`src/rtl/emsg_pkg.sv`:
```
// Shared sizing for the compressed check-message expander: defaults, derived
// widths and bit offsets of the {min1, min2, pos, sign} word.
package emsg_pkg;
  localparam int W_DEF  = 6;
  localparam int WC_DEF = 32;
  localparam int P_DEF  = 4;

  function automatic int ecomp_w(input int w, input int wc);
    return 3 * (w - 1) + wc;
  endfunction

  // Beat index width; a single-beat word still gets a 1-bit counter.
  function automatic int beat_w(input int wc, input int p);
    return (wc / p > 1) ? $clog2(wc / p) : 1;
  endfunction

  function automatic int sign_lo();
    return 0;
  endfunction

  function automatic int pos_lo(input int wc);
    return wc;
  endfunction

  function automatic int min2_lo(input int w, input int wc);
    return wc + (w - 1);
  endfunction

  function automatic int min1_lo(input int w, input int wc);
    return wc + 2 * (w - 1);
  endfunction

  localparam int ECOMP_W_DEF = ecomp_w(W_DEF, WC_DEF);
  localparam int BEAT_W_DEF  = beat_w(WC_DEF, P_DEF);
endpackage

```
`src/rtl/emsg_fifo2.sv`:
```
// Two-entry in-order word buffer; push is ignored when full, pop when empty.
module emsg_fifo2 #(
  parameter int DW = 8
) (
  input  logic          clk,
  input  logic          rst,
  input  logic          push,
  input  logic          pop,
  input  logic [DW-1:0] wdata,
  output logic [DW-1:0] rdata,
  output logic          full,
  output logic          empty
);
  logic [1:0][DW-1:0] mem_q;
  logic               wr_q, rd_q;
  logic [1:0]         cnt_q, cnt_d;
  logic               push_ok, pop_ok;

  assign full    = (cnt_q == 2'd2);
  assign empty   = (cnt_q == 2'd0);
  assign push_ok = push & ~full;
  assign pop_ok  = pop & ~empty;
  assign rdata   = mem_q[rd_q];

  always_comb begin
    cnt_d = cnt_q;
    case ({push_ok, pop_ok})
      2'b10:   cnt_d = cnt_q + 2'd1;
      2'b01:   cnt_d = cnt_q - 2'd1;
      default: cnt_d = cnt_q;
    endcase
  end

  always_ff @(posedge clk or negedge rst) begin
    if (!rst) begin
      mem_q <= '0;
      wr_q  <= 1'b0;
      rd_q  <= 1'b0;
      cnt_q <= 2'd0;
    end else begin
      if (push_ok) begin
        mem_q[wr_q] <= wdata;
        wr_q        <= ~wr_q;
      end
      if (pop_ok) rd_q <= ~rd_q;
      cnt_q <= cnt_d;
    end
  end
endmodule

```
`src/rtl/emsg_expand.sv`:
```
// Expands a compressed min-sum check message into WC signed edge messages,
// P edges per beat, behind a 2-entry input buffer and a registered output.
module emsg_expand
  import emsg_pkg::*;
#(
  parameter int W      = W_DEF,
  parameter int WC     = WC_DEF,
  parameter int P      = P_DEF,
  parameter int OFFSET = 0
) (
  input  logic                      clk,
  input  logic                      rst,
  input  logic [ecomp_w(W,WC)-1:0]  in_ecomp,
  input  logic                      in_valid,
  output logic                      in_ready,
  output logic [P*W-1:0]            out_msg,
  output logic [beat_w(WC,P)-1:0]   out_beat,
  output logic                      out_last,
  output logic                      out_valid,
  input  logic                      out_ready
);
  localparam int MW = W - 1;
  localparam int NB = WC / P;
  localparam int BW = beat_w(WC, P);
  localparam int EW = ecomp_w(W, WC);
  localparam logic [MW-1:0] OFF = MW'(OFFSET);

  logic          full, empty, push, pop, load, last_beat, init_q;
  logic [EW-1:0] head;
  logic [MW-1:0] min1, min2, pos;
  logic [WC-1:0] sgn;
  logic [BW-1:0] beat_q, beat_d, out_beat_q;
  logic [P-1:0][W-1:0] lane_msg, out_msg_q;
  logic          out_valid_q, out_last_q;

  // init_q keeps in_ready low until the first edge after reset release.
  assign in_ready  = init_q & ~full;
  assign push      = in_valid & in_ready;
  assign load      = ~empty & (~out_valid_q | out_ready);
  assign last_beat = (beat_q == BW'(NB - 1));
  assign pop       = load & last_beat;
  assign beat_d    = last_beat ? '0 : beat_q + BW'(1);

  emsg_fifo2 #(.DW(EW)) u_fifo (
    .clk   (clk),
    .rst   (rst),
    .push  (push),
    .pop   (pop),
    .wdata (in_ecomp),
    .rdata (head),
    .full  (full),
    .empty (empty)
  );

  assign min1 = head[min1_lo(W, WC) +: MW];
  assign min2 = head[min2_lo(W, WC) +: MW];
  assign pos  = head[pos_lo(WC) +: MW];
  assign sgn  = head[sign_lo() +: WC];

  for (genvar l = 0; l < P; l++) begin : g_lane
    logic [MW-1:0] e, mag, cmag;
    logic [W-1:0]  ext;
    assign e    = MW'(beat_q) * MW'(P) + MW'(l);
    assign mag  = (e == pos) ? min2 : min1;
    assign cmag = (mag > OFF) ? mag - OFF : '0;
    assign ext  = {1'b0, cmag};
    // Negating a zero magnitude wraps back to all-zeros, so no -0 code appears.
    assign lane_msg[l] = sgn[e] ? ('0 - ext) : ext;
  end

  always_ff @(posedge clk or negedge rst) begin
    if (!rst) begin
      init_q      <= 1'b0;
      beat_q      <= '0;
      out_valid_q <= 1'b0;
      out_last_q  <= 1'b0;
      out_beat_q  <= '0;
      out_msg_q   <= '0;
    end else begin
      init_q <= 1'b1;
      if (load) begin
        out_msg_q   <= lane_msg;
        out_beat_q  <= beat_q;
        out_last_q  <= last_beat;
        out_valid_q <= 1'b1;
        beat_q      <= beat_d;
      end else if (out_ready) begin
        out_valid_q <= 1'b0;
      end
    end
  end

  assign out_msg   = out_msg_q;
  assign out_beat  = out_beat_q;
  assign out_last  = out_last_q;
  assign out_valid = out_valid_q;
endmodule

```
`config.mk`:
```
export PLATFORM = sky130hd
export DESIGN_NAME = emsg_expand
export DESIGN_NICKNAME = d
export VERILOG_FILES = /design/src/rtl/emsg_pkg.sv /design/src/rtl/emsg_fifo2.sv /design/src/rtl/emsg_expand.sv
export SDC_FILE = /design/constraint.sdc
export NUM_CORES = 1
export LEC_CHECK = 0
export ABC_AREA = 1
export CAP_MARGIN = 25
export CORE_ASPECT_RATIO = 0.9
export CORE_MARGIN = 8
export CORE_UTILIZATION = 50
export DETAILED_ROUTE_END_ITERATION = 10
export PLACE_DENSITY = 0.73
export SETUP_SLACK_MARGIN = 0.5
export SYNTH_ARGS = -nofsm -noshare
export SYNTH_HDL_FRONTEND = slang
export SYNTH_SLANG_ARGS = --single-unit
```
`constraint.sdc`:
```
create_clock -name clk -period 3.2 [get_ports clk]
set_input_delay 0.48 -clock clk [delete_from_list [all_inputs] [get_ports clk]]
set_output_delay 0.48 -clock clk [all_outputs]
set_load 0.1 [all_outputs]
```
==> reports/results.tsv <==
stage	metric	value	unit
outcome	outcome	complete, no violations	
drt	wire_per_inst	14.11	um
sta	period_minus_slack	2.359	ns
die	die_h	124.2	um
logic_synthesis	synth_compound_area_share	9.952	%
sta	finClkSkew	0.004951	ns
global_routing	first_global_vias	5371	
logic_synthesis	synthMuxAreaShare	1.078	%
place	place.gp.congestion	0.8612	
logic_synthesis	avgSynthCellArea	7.850	um2
place	port_buffers	80	
global_routing	track_usage	19.10	%
critical_path	crit_path_start_kind	register	
logic_synthesis	synth_adder_area_share	1.347	%
layout	areaGrowthSynthToFinish	21.98	%
critical_path	cp.required	3.48	ns
drt	num_vias	5516	
layout	seq_area	3278	um2
layout	fill_cells	1122	
logic_synthesis	ys_ff_latch	131	
cts	cts-root-buf	clkbuf_16	
logic_synthesis	synth_top_family_by_area	simple AND/OR/NAND/NOR gates	
critical_path	crit_arrival	2.64	ns
cts	cts_tree	built	
die	start_util	51.23	%
critical_path	worstSetupEndpointType	register	
layout	nets	954	
global_routing	grt-ovfl-total	0	
layout	n_antenna_cell	0	
cts	cts.htree.levels	4	
global_routing	antenna_found_initial	0	
global_routing	grt_max_degree	96	
cts	cts_setup_buffers	0	
layout	drive_gt1_share	11.55	%
sta	finalSetupViolCount	0	
die	die_w	136.2	um
sta	slew_headroom	60.21	%
logic_synthesis	syn_area	6500	um2
sta	fin_setup_tns	0	ns
logic_synthesis	ys_warn_count	0	
die	io_pins	81	
drt	drt_iter0_drc	521	
cts	cts_hold_buffers	0	
sta	tightest_slew	0.5803	ns
drt	postRouteAntennaNets	0	
drt	wirelength	15140	um
cts	numCtsBuffers	17	
logic_synthesis	yosys.area.top_type	dfrtp_1	
logic_synthesis	syn_nets	886	
logic_synthesis	synth_top_area_share	50.43	%
sta	fin_crit_sh	73.72	%
layout	layout_common_cells	nand2_1 (284), dfrtp_1 (131), nand3_1 (100), o21ai_0 (97), inv_1 (70)	
cts	clk_pin_slew	0.05	ns
critical_path	criticalPathCategory	reg -> reg	
layout	multi_input_area	2746	um2
logic_synthesis	synth.distinct_cells	31	
critical_path	path_buf_inv	2	
sta	fmax	423.9	MHz
drt	first_pass_iters	5	
critical_path	critPathSlowestCell	dfrtp_1	
die	core_area	12690	um2
sta	rsz0062_at_grt	false	
cts	cts_sinks	131	
hold_path	hold_path.class	in -> async	
global_routing	grt_pass1_wl	25650	um
cts	clockBufferDepth	2	
critical_path	cpMostUsedCell	nand2_1	
sta	final-hold-violation-count	0	
die	die_area	16910	um2
drt	via_per_inst	5.141	
critical_path	crit_family	simple AND/OR/NAND/NOR gates	
place	dp_hpwl	10160	um
logic_synthesis	syn_inst	828	
cts	post_cts_resize_count	0	
layout	final_common_cell	nand2_1	
drt	drc	0	
critical_path	crit_chain	inv_2, nand2_1, nand3_1, nand2_1, nor2_1, buf_4, nand2_2, nand2_1, nand2_1, ha_1, nor2_1, or2_1, a31oi_1	
run	drv_cap	0	
die	std_cell_rows	39	
logic_synthesis	netlist_top_cells_area	dfrtp_1 (50%), nand2_1 (16%), nand3_1 (7.8%)	
logic_synthesis	synth_xor_area_share	0.4042	%
sta	finalMaxSlewViolations	0	
critical_path	cp_max_fo	26	
critical_path	r2r-start	u_fifo.rd_q	
critical_path	cpPeakStageDelay	0.40	ns
cts	worstSkewPairLatency	0.41	ns
logic_synthesis	ys_seq_area_share	50.43	%
logic_synthesis	synthSimpleGateAreaFrac	29.28	%
critical_path	startpoint	u_fifo.rd_q	
==> state kept, by name, summed over array words and instances (netlist names) <==
register      cells
u_fifo.wr_q       1
beat_q            3
u_fifo.mem_q     94
out_beat          3
out_valid         1
out_last          1
u_fifo.cnt_q      2
init_q            1
u_fifo.rd_q       1
out_msg          24
==> worst register-to-register path, cell delays in order, from the launching register on <==
cell and delay (ns):
dfrtp_1 0.40, inv_2 0.36, nand2_1 0.13, nand3_1 0.09, nand2_1 0.06, nor2_1 0.09
buf_4 0.24, nand2_2 0.13, nand2_1 0.08, nand2_1 0.11, ha_1 0.23, nor2_1 0.13
or2_1 0.12, a31oi_1 0.07
==> area by class of cell <==
cell class	count	area share (%)
Sequential cell	131	41.34
Inverter	74	3.519
Clock inverter	4	0.5681
Tap cell	164	2.588
Timing Repair Buffer	93	10.83
Clock buffer	28	6.517
Multi-Input combinational cell	579	34.64
==> through the flow <==
step / area, um2 / hold slack, ns / setup slack (ns) / utilization (%) / cells
finish: 7929 / 0.05186 / 0.8408 / 62.50 / 1073
floorplan: 6500 / 0.1844 / 0.7104 / - / 828
global route: 7929 / 0.08047 / 0.5314 / 62.50 / 1073
CTS: 7929 / 0.05684 / 0.8431 / 62.50 / 1073
detailed placement: 7367 / 0.4705 / 0.8745 / 58.07 / 1041
global placement: 7367 / 0.4652 / 0.9185 / 58.07 / 1041
==> cells in the mapped netlist (all sizes together) <==
library cell,n
dfrtp,131
buf,22
a21oi,3
a21boi,1
a31oi,6
nor3,2
xnor2,1
inv,73
o21a,1
clkbuf,22
nand3b,2
clkinv,1
o21ai,115
conb,1
ha,7
nand3,105
nor2,20
mux2i,7
xor2,2
nand2,303
or2,3
==> layer usage <==
metal	track usage [%]	part of all wire, %	vias up
met2	27.96	44	182
met1	26.39	48	2524
met5	0	0	-
li1	-	-	2787
met4	7.128	1.8	0
met3	5.605	7.1	23
==> cells by family after synthesis <==
family                     Yosys count
adders and majority gates            7
other                                1
DFF                                131
AOI/OAI and AO/OA                  126
muxes                                7
buffers and inverters              118
and+or+nand+nor                    435
xor gates and xnor gates             3
==> worst paths after layout <==
check / to / slack, ns / depth (start not counted)
setup / recovery: out_msg[20] / 0.84 / 13
hold / removal: u_fifo.mem_q[9] / 0.05 / 1
setup reg to reg: out_msg[20] / 0.84 / 13
hold reg to reg: out_msg[15] / 0.48 / 2
max in group asynchronous: out_beat[0] / 2.32 / 2
min in group clk: out_msg[15] / 0.48 / 2
Power is left out: the tool's default activity adds up to more than one toggle a clock period on the data nets, which glitch-free logic cannot reach.
